--- config.mk ---
export PLATFORM = sky130hd
export DESIGN_NAME = pipe_stage_chain
export DESIGN_NICKNAME = d
export VERILOG_FILES = /design/src/rtl/pipe_stage_chain.sv
export SDC_FILE = /design/constraint.sdc
export NUM_CORES = 1
export LEC_CHECK = 0
export CAP_MARGIN = 15
export CORE_UTILIZATION = 45
export DETAILED_ROUTE_END_ITERATION = 8
export HOLD_SLACK_MARGIN = 0.08
export PLACE_DENSITY = 0.78
export SLEW_MARGIN = 20
export SYNTH_ARGS = -nofsm -noshare
export SYNTH_HDL_FRONTEND = slang
export SYNTH_SLANG_ARGS = --single-unit
--- constraint.sdc ---
create_clock -name i_clk -period 1.7 [get_ports i_clk]
set_input_delay 0.34 -clock i_clk [delete_from_list [all_inputs] [get_ports i_clk]]
set_output_delay 0.34 -clock i_clk [all_outputs]
set_load 0.01 [all_outputs]
--- src/rtl/pipe_stage_chain.sv ---
// Elastic register chain of DEPTH stages with ready/valid handshakes, bubble collapse and flush.
// Optional occupancy counter port o_occ is enabled by defining PIPE_OCC_COUNT_EN.
module pipe_stage_chain #(
  parameter int W_DATA = 32,
  parameter int DEPTH  = 4
) (
  input  logic              i_clk,
  input  logic              i_rst,
  input  logic              i_valid,
  output logic              o_ready,
  input  logic [W_DATA-1:0] i_data,
  output logic              o_valid,
  input  logic              i_ready,
  output logic [W_DATA-1:0] o_data,
`ifdef PIPE_OCC_COUNT_EN
  output logic [4:0]        o_occ,
`endif
  input  logic              i_flush
);

  logic [DEPTH-1:0]  vld_q;
  logic [DEPTH-1:0]  vld_d;
  logic [DEPTH-1:0]  adv;
  logic [W_DATA-1:0] data_q [DEPTH];

  // A stage may move when any stage at or beyond it is empty, or the sink takes the last word.
  always_comb begin
    adv = '0;
    for (int k = 0; k < DEPTH; k++) begin
      adv[k] = i_ready;
      for (int j = k; j < DEPTH; j++) begin
        if (!vld_q[j]) adv[k] = 1'b1;
      end
    end
  end

  assign o_ready = adv[0] & ~i_flush & ~i_rst;
  assign o_valid = vld_q[DEPTH-1];
  assign o_data  = data_q[DEPTH-1];

  always_comb begin
    vld_d = vld_q;
    if (adv[0]) vld_d[0] = i_valid;
    for (int k = 1; k < DEPTH; k++) begin
      if (adv[k]) vld_d[k] = vld_q[k-1];
    end
    if (i_flush) vld_d = '0;
  end

  always_ff @(posedge i_clk or posedge i_rst) begin
    if (i_rst) vld_q <= '0;
    else       vld_q <= vld_d;
  end

  // Data words carry no reset; their validity is tracked entirely by vld_q.
  always_ff @(posedge i_clk) begin
    if (adv[0]) data_q[0] <= i_data;
    for (int k = 1; k < DEPTH; k++) begin
      if (adv[k]) data_q[k] <= data_q[k-1];
    end
  end

`ifdef PIPE_OCC_COUNT_EN
  logic       in_xfer;
  logic       out_xfer;
  logic [4:0] occ_q;
  logic [4:0] occ_d;

  assign in_xfer  = i_valid & o_ready;
  assign out_xfer = o_valid & i_ready;

  always_comb begin
    occ_d = occ_q;
    if (i_flush)                    occ_d = 5'd0;
    else if (in_xfer && !out_xfer && occ_q < 5'(DEPTH)) occ_d = occ_q + 5'd1;
    else if (out_xfer && !in_xfer && occ_q != 5'd0)     occ_d = occ_q - 5'd1;
  end

  always_ff @(posedge i_clk or posedge i_rst) begin
    if (i_rst) occ_q <= 5'd0;
    else       occ_q <= occ_d;
  end

  assign o_occ = occ_q;
`endif

endmodule
==> results.py, run 1 <==
metrics = {
    "finish": {
        "area_growth_pct": 37.01,
        "fin_nets": 282,
        "most-common-layout-cells": "edfxtp_1 (128), clkdlybuf4s50_1 (36), dlygate4sd2_1 (33), clkbuf_16 (16)",
        "final_common_cell": "edfxtp_1",
        "fin_area_sq_um": 5535,
        "antenna_cells": 0,
        "drive_above_1_share_pct": 16.67,
        "fin_util_pct": 63.47,
    },
    "clocking": {
        "clock_latency_ps": 510,
        "cts_htree_levels": 4,
        "cts_hold_buf": 0,
        "clock_path_buffers": 2,
        "cts_tree": "done",
        "clk_pin_slew_ps": 60,
        "cts_buffers": 17,
        "post_cts_buffers": 0,
        "root_buffer": "clkbuf_8",
        "clock-sinks": 132,
    },
    "power": {
        "powerDensity_nw_per_um2": 1343,
        "vdd_drop_max_uv": 902.2,
        "p_leak_nw": 2.095,
        "p_total_mw": 7.436,
    },
    "global_routing": {
        "grt_pass1_wl_microns": 8680,
        "antenna_found_initial": 0,
        "grt.total_usage_pct": 13.01,
        "grt_max_degree": 34,
        "overflow": 0,
        "grt_pass1_vias": 1646,
    },
    "sta": {
        "drv_slew": 0,
        "fmax_ghz": 0.5228,
        "setup_viol_count_final": 1,
        "rsz0062_at_grt": "true",
        "final.period_utilization_pct": 112.5,
        "min_period_ps": 1913,
        "worst_pin_slew_ps": 285.7,
        "finalClockSkew_ps": 5.922,
        "relSlewSlack_pct": 80.96,
        "hold_viol": 0,
        "setup_ws_ps": -212.7,
        "tns_ps": -212.7,
    },
    "floorplan": {
        "fp.dieArea_sq_um": 9361,
        "core_sq_um": 8721,
        "ios": 71,
        "fp-row-count": 34,
        "start_util_pct": 46.33,
        "die_h_microns": 96.75,
        "die_w_microns": 96.75,
    },
    "worst_setup_path": {
        "crit_type": "reg -> out",
        "cp_cell_sequence": "and4b_2 -> a211oi_2 -> buf_2",
        "r2r_setup_slack_ps": 290,
        "crit_fanout": 2,
        "critPathCaptureType": "primary output",
        "r2r_start": "vld_q[3]",
        "start_kind": "flop",
        "slowest_delay_ps": 380,
        "arrival_ps": 1570,
        "critPathSlowestCell": "dfrtp_1",
        "rr_worst_depth": 4,
        "crit_required_ps": 1360,
        "rr_endpoint": "data_q[0][4]",
    },
    "synth": {
        "yosys-top-cells-area": "edfxtp_1 (95%), dfrtp_1 (2.5%), o31ai_4 (0.53%)",
        "yosysUniqueCellTypes": 11,
        "ys_ff_latch": 132,
        "yosysTopAreaCell": "edfxtp_1",
        "ys_warn_count": 0,
        "netlist.area_leader.share_pct": 95.14,
        "ys_seq_area_share_pct": 97.62,
        "synth_area_sq_um": 4040,
        "synth_fp_nets": 184,
        "avgSynthCellArea_sq_um": 27.48,
        "netlist_instances": 147,
    },
    "drt": {
        "drt_iter0_markers": 97,
        "vias_per_cell": 4.402,
        "drc": 0,
        "drt_wl_total_microns": 5432,
        "ant_nets": 0,
        "wl_per_cell_microns": 14.84,
        "dr.pass1.iters": 4,
        "vias": 1611,
    },
    "run_status": {
        "violations": "negative setup slack",
        "status": "finished, violations left",
    },
    "place": {
        "dp_hpwl_microns": 3318,
        "preCtsSetupSlack_ps": -568.5,
        "io_buffer_count": 70,
        "dpl_cell_area_sq_um": 4996,
        "gp_congestion": 0.6772,
    },
    "job": {
        "cap_violations": 0,
    },
    "worst_hold_path": {
        "worstHoldPathType": "in -> async",
    },
}
-- cells by family after synthesis --
logic type / after synthesis / synth area share (%)
flip-flops: 132 / 97.62
AO/OA/AOI/OAI: 5 / 1.084
buffers and inverters: 5 / 0.4643
AND/OR/NAND/NOR: 5 / 0.8361
-- worst max-delay path: cells and delay by family (launching register included) --
family / cells / cell delay [ps]
AOI/OAI and AO/OA: 1 / 230
DFF: 1 / 380
and+or+nand+nor: 1 / 280
buffers and inverters: 1 / 170
-- worst max path at each step --
stage / start / to / slack, ps / cells past startpoint
after floorplan: vld_q[3] / data_q[2][0] / -40 / 1
after global placement: i_ready / o_ready / -470 / 4
after detailed placement: i_ready / o_ready / -570 / 4
after CTS: vld_q[3] / o_ready / -240 / 3
after global routing: vld_q[3] / o_ready / -250 / 3
final: vld_q[3] / o_ready / -210 / 3
-- cell usage after synthesis, drive strengths merged --
cell type	instances
inv	5
a21oi	3
edfxtp	128
and4b	1
nand2b	2
dfrtp	4
nand2	1
a211oi	1
nand3b	1
o31ai	1
-- metrics by stage --
step	std cells	hold slack, ps
floorplan	147	106.1
global placement	334	402.6
detailed placement	334	404.5
CTS	366	101.3
global route	366	113.2
finish	366	111.4
-- area by class of cell --
type                       instances  area, sq um
inverter                           5        18.77
fill                             567         3186
clock buffer                      17        414.1
tap                              108        135.1
timing repair buffer              79        772.0
sequential                       132         3944
clock inverter                    15        165.2
multi-input combinational         10        86.33
-- routing by layer --
metal / part of all wire, % / vias to the layer above / track usage, %
met1: 44 / 745 / 16.87
li1: - / 793 / -
met3: 7.5 / 8 / 5.491
met5: 0 / - / 0
met2: 47 / 65 / 18.47
met4: 1.7 / 0 / 7.577
-- report_power, final --
group,switching (mW),internal [mW],total (mW)
sequential,0.0500,3.74,3.79
combinational,0.0691,0.123,0.192
clock,1.25,2.21,3.45
-- sequential cells by signal, indices dropped and copies added, names as in the netlist --
name    cells
data_q    128
vld_q       4
-- repair_timing --
action                     in CTS  in global routing
pin swaps                       2                  0
resized for setup              39                  0
setup endpoints to repair      34                  1
No activity file was read; power rests on OpenSTA's default activity.
==> run 2, diff against run 1 <==
--- a/config.mk
+++ b/config.mk
@@ -8,8 +8,10 @@
 export CAP_MARGIN = 15
 export CORE_UTILIZATION = 45
 export DETAILED_ROUTE_END_ITERATION = 8
+export DONT_BUFFER_PORTS = 1
+export GPL_TIMING_DRIVEN = 0
 export HOLD_SLACK_MARGIN = 0.08
-export PLACE_DENSITY = 0.78
+export PLACE_DENSITY = 0.65
 export SLEW_MARGIN = 20
 export SYNTH_ARGS = -nofsm -noshare
 export SYNTH_HDL_FRONTEND = slang
==> constraint.sdc (replaced) <==
create_clock -name i_clk -period 2.3 [get_ports i_clk]
set_input_delay 0.46 -clock i_clk [delete_from_list [all_inputs] [get_ports i_clk]]
set_output_delay 0.46 -clock i_clk [all_outputs]
set_load 0.01 [all_outputs]
==> run 2 against run 1 <==
- the flow now finishes without violations
- routed wire length is 0.13% lower
- worst hold slack better by 49 ps
- via count fell by 4.9%
- first-iteration DRC count down 28%
- critical path depth fell by 1
- setup slack gained 430 ps
==> results.py, run 2 (same netlist as run 1, synthesis figures left out) <==
metrics = {
    "run_status": {
        "status": "finished clean",
    },
    "worst_setup_path": {
        "slowest_delay_ps": 450,
        "cp_cell_sequence": "and4b_1 -> a211oi_1",
        "crit_type": "reg -> out",
        "path_delay_family": "flip-flops",
        "r2r_start": "vld_q[3]",
        "critPathCaptureType": "primary output",
        "rr_worst_depth": 2,
        "crit_required_ps": 1840,
        "rr_endpoint": "data_q[0][1]",
        "path_buf_inv": 0,
        "critPathSlowestCell": "dfrtp_1",
        "r2r_setup_slack_ps": 640,
        "start_kind": "flop",
        "arrival_ps": 1620,
        "crit_fanout": 4,
    },
    "drt": {
        "drt_iter0_markers": 70,
        "drt-met1-wl_microns": 1945,
        "ant_nets": 0,
        "routed-wl-met2_microns": 3035,
        "vias_per_cell": 4.728,
        "dr.pass1.iters": 4,
        "met3_length_microns": 231,
        "drc": 0,
        "top_layer_used": "met4",
        "drt_wl_total_microns": 5425,
        "wl_per_cell_microns": 16.74,
        "vias": 1532,
    },
    "sta": {
        "finalClockSkew_ps": 6.708,
        "hold_slack_ps": 159.9,
        "setup_viol_count_final": 0,
        "worst_pin_slew_ps": 746.5,
        "relSlewSlack_pct": 50.06,
        "fmax_ghz": 0.4811,
        "rsz0062_at_grt": "false",
        "final.period_utilization_pct": 90.36,
        "min_period_ps": 2078,
        "hold_viol": 0,
        "drv_slew": 0,
    },
    "power": {
        "powerDensity_nw_per_um2": 1065,
        "p_leak_nw": 1.893,
        "vdd_drop_max_uv": 611.3,
    },
    "finish": {
        "top_regs": "data_q: 128 flops, vld_q: 4 flops",
        "most-common-layout-cells": "edfxtp_1 (128), dlygate4sd3_1 (34), clkbuf_16 (16), inv_6 (5)",
        "antenna_cells": 0,
        "multi_input_area_sq_um": 82.58,
        "area_growth_pct": 27.97,
        "final_common_cell": "edfxtp_1",
        "fin_nets": 240,
        "fin_area_sq_um": 5170,
        "fill_cells": 603,
        "fin_util_pct": 59.28,
        "top_register": "data_q",
        "largest_reg_flops": 128,
        "regArea_sq_um": 3944,
        "drive_above_1_share_pct": 17.13,
    },
    "worst_hold_path": {
        "worstHoldPathType": "in -> reg",
        "min_path_cells": 2,
        "min-delay-start": "i_valid",
        "worst_hold_path.endpoint": "vld_q[0]",
    },
    "clocking": {
        "cts_buffers": 17,
        "clock_path_buffers": 2,
        "cts_tree": "done",
        "clock-sinks": 132,
        "clk_pin_slew_ps": 60,
        "post_cts_buffers": 0,
        "cts_htree_levels": 4,
        "clock_latency_ps": 500,
        "root_buffer": "clkbuf_8",
    },
    "floorplan": {
        "core_sq_um": 8721,
        "die_w_microns": 96.75,
        "fp.dieArea_sq_um": 9361,
        "die_h_microns": 96.75,
        "ios": 71,
        "start_util_pct": 46.33,
        "fp-row-count": 34,
    },
    "global_routing": {
        "grt_pass1_wl_microns": 8487,
        "grt.total_usage_pct": 12.92,
        "grt_max_degree": 35,
        "overflow": 0,
        "antenna_found_initial": 0,
        "grt_pass1_vias": 1665,
    },
    "place": {
        "gp_congestion": 0.7372,
        "io_buffer_count": 0,
        "dpl_cell_area_sq_um": 4238,
    },
    "job": {
        "cap_violations": 0,
    },
}
## run 2: cell types whose count changed in the layout (fill, tap and decap cells not counted), moves of 4 or more
cell | previous run | this run
dlygate4sd2_1 | 33 | 0
clkdlybuf4s50_1 | 36 | 0
buf_12 | 4 | 0
buf_4 | 5 | 0
inv_6 | 0 | 5
dlygate4sd3_1 | 0 | 34
## run 2: worst max path at each step
stage,to,start,slack [ps],cells past startpoint
floorplan,data_q[2][0],i_ready,450,1
finish,o_ready,vld_q[3],220,2
global route,o_ready,vld_q[3],150,2
CTS,o_ready,vld_q[3],190,2
global placement,data_q[2][0],i_ready,-20,1
detailed placement,data_q[0][30],i_ready,580,2
## run 2: worst register-to-register path, delay by kind of cell, from the launching register on
kind             cells  cell delay [ps]
AND/OR/NAND/NOR      2              830
flip-flops           1              450
## run 2: cell type report
class | instances | share of cell area (%)
clock buffer | 17 | 8.011
clock inverter | 15 | 3.437
inverter | 5 | 0.3630
multi-input combinational | 10 | 1.597
sequential | 132 | 76.28
tap | 108 | 2.614
timing repair buffer | 37 | 7.696
## run 2: metrics by stage
stage | power, mW | setup TNS, ps | instances | setup slack (ps)
6_report | 5.508 | 0 | 324 | 221.6
3_5_place_dp | 2.890 | 0 | 258 | 583.7
5_1_grt | 5.693 | 0 | 324 | 146.4
2_1_floorplan | 2.866 | 0 | 147 | 453.0
4_1_cts | 5.567 | 0 | 324 | 191.5
3_3_place_gp | 2.880 | -670.4 | 255 | -22.54
## run 2: timing repair
| item | 4_1_cts | 5_1_grt |
|---|---|---|
| hold buffers | 34 | 0 |
| setup endpoints to repair | 0 | 0 |
| endpoints found under the hold margin | 40 | 0 |
| gates resized for setup | 0 | 0 |
## run 2: power breakdown
group	internal, mW	switching, mW	leakage [nW]
clock network	1.66	0.963	0.281
logic	0.0435	0.0193	0.204
registers	2.77	0.0571	1.41
## run 2: layer usage
metal	up-vias	global-route usage, %
li1	702	-
met1	747	12.16
met2	64	21.99
met3	19	5.202
met4	0	10.33
met5	-	0
==> run 3, diff against run 2 <==
--- a/config.mk
+++ b/config.mk
@@ -10,7 +10,6 @@
 export DETAILED_ROUTE_END_ITERATION = 8
 export DONT_BUFFER_PORTS = 1
 export GPL_TIMING_DRIVEN = 0
-export HOLD_SLACK_MARGIN = 0.08
 export PLACE_DENSITY = 0.65
 export SLEW_MARGIN = 20
 export SYNTH_ARGS = -nofsm -noshare
==> run 3 against run 2 <==
- via count decreased by 8.9%
- clock power about the same
- die area unchanged
- sequential power about the same
- largest cell class unchanged
==> results.py, run 3 (same netlist as run 1, synthesis figures left out) <==
metrics = {
    "floorplan": {
        "die_w_microns": 96.75,
        "ios": 71,
        "die_h_microns": 96.75,
        "start_util_pct": 46.33,
        "fp.dieArea_sq_um": 9361,
        "fp-row-count": 34,
        "core_sq_um": 8721,
    },
    "run_status": {
        "status": "finished clean",
    },
    "finish": {
        "largest_reg_flops": 128,
        "fill_cells": 618,
        "drive_above_1_share_pct": 20.11,
        "top_regs": "data_q: 128 flops, vld_q: 4 flops",
        "fin_util_pct": 55.64,
        "area_growth_pct": 20.10,
        "top_register": "data_q",
        "most-common-layout-cells": "edfxtp_1 (128), clkbuf_16 (16), inv_6 (5), inv_1 (4), dfrtp_1 (4)",
        "final_common_cell": "edfxtp_1",
        "fin_nets": 208,
    },
    "clocking": {
        "cts_hold_buf": 2,
        "clock_latency_ps": 500,
        "cts_buffers": 17,
        "post_cts_buffers": 0,
        "clock-sinks": 132,
        "cts_tree": "done",
        "clk_pin_slew_ps": 60,
        "cts_resized": 0,
        "clock_path_buffers": 2,
        "cts_htree_levels": 4,
        "root_buffer": "clkbuf_8",
    },
    "drt": {
        "drt_wl_total_microns": 4996,
        "vias_per_cell": 4.765,
        "dr.pass1.iters": 4,
        "vias": 1396,
        "drc": 0,
        "drt_iter0_markers": 65,
        "ant_nets": 0,
        "wl_per_cell_microns": 17.05,
    },
    "sta": {
        "drv_slew": 0,
        "finalClockSkew_ps": 6.254,
        "final.period_utilization_pct": 90.21,
        "fmax_ghz": 0.4820,
        "hold_viol": 0,
        "tns_ps": 0,
        "relSlewSlack_pct": 50.27,
        "rsz0062_at_grt": "false",
        "setup_viol_count_final": 0,
        "min_period_ps": 2075,
        "worst_pin_slew_ps": 743.4,
        "hold_slack_ps": 32.83,
    },
    "global_routing": {
        "overflow": 0,
        "grt_max_degree": 35,
        "grt_pass1_vias": 1438,
        "grt_pass1_wl_microns": 7659,
        "antenna_found_initial": 1,
        "grt.total_usage_pct": 11.80,
    },
    "power": {
        "p_total_mw": 5.456,
        "vdd_drop_max_uv": 599.2,
        "p_leak_nw": 1.759,
        "powerDensity_nw_per_um2": 1125,
    },
    "worst_hold_path": {
        "worstHoldPathType": "in -> reg",
    },
    "worst_setup_path": {
        "arrival_ps": 1610,
        "critPathCaptureType": "primary output",
        "start_kind": "flop",
        "crit_fanout": 4,
        "crit_type": "reg -> out",
        "crit_required_ps": 1840,
    },
    "place": {
        "gp_congestion": 0.7372,
        "io_buffer_count": 0,
    },
    "job": {
        "cap_violations": 0,
    },
}
-- run 3: layout make-up --
cell class                 instances  area (sq um)  share of cell area, %
tap                              108         135.1                  2.785
clock buffer                      17         414.1                  8.535
sequential                       132          3944                  81.28
antenna                            1         2.502                0.05157
multi-input combinational         10         82.58                  1.702
clock inverter                    15         177.7                  3.662
timing repair buffer               5         77.57                  1.599
inverter                           5         18.77                 0.3868
-- run 3: per-layer routing --
layer	vias to the layer above	global-route usage, %	routed length [microns]
li1	638	-	-
met4	0	9.874	192
met1	685	11.55	1888
met5	-	0	0
met2	57	18.91	2675
met3	16	5.419	240
-- run 3: final timing paths --
path / startpoint / end / slack (ps) / depth (start not counted)
setup / recovery: vld_q[3] / o_ready / 230 / 2
hold / removal: i_flush / vld_q[3] / 30 / 1
setup reg to reg: vld_q[3] / data_q[0][1] / 640 / 2
hold reg to reg: data_q[0][11] / data_q[1][11] / 410 / 0
max in group asynchronous: i_rst / vld_q[3] / 1830 / 2
min in group asynchronous: i_rst / vld_q[0] / 320 / 2
-- run 3: report_power, final --
part	switching (mW)	internal (mW)
combinational	0.00959	0.00746
sequential	0.0565	2.77
clock	0.957	1.66
total	1.02	4.43
-- run 3: metrics by stage --
stage          setup WS [ps]  instances  instance area, sq um
5_1_grt                146.4        293                  4852
4_1_cts                191.5        292                  4850
6_report               225.2        293                  4852
2_1_floorplan          453.0        147                  4040
3_3_place_gp          -22.54        255                  4175
3_5_place_dp           583.7        258                  4238
-- run 3: worst max-delay path, stage by stage, from the launching register on --
cell and delay, ps:
dfrtp_1 450, and4b_1 260, a211oi_1 420
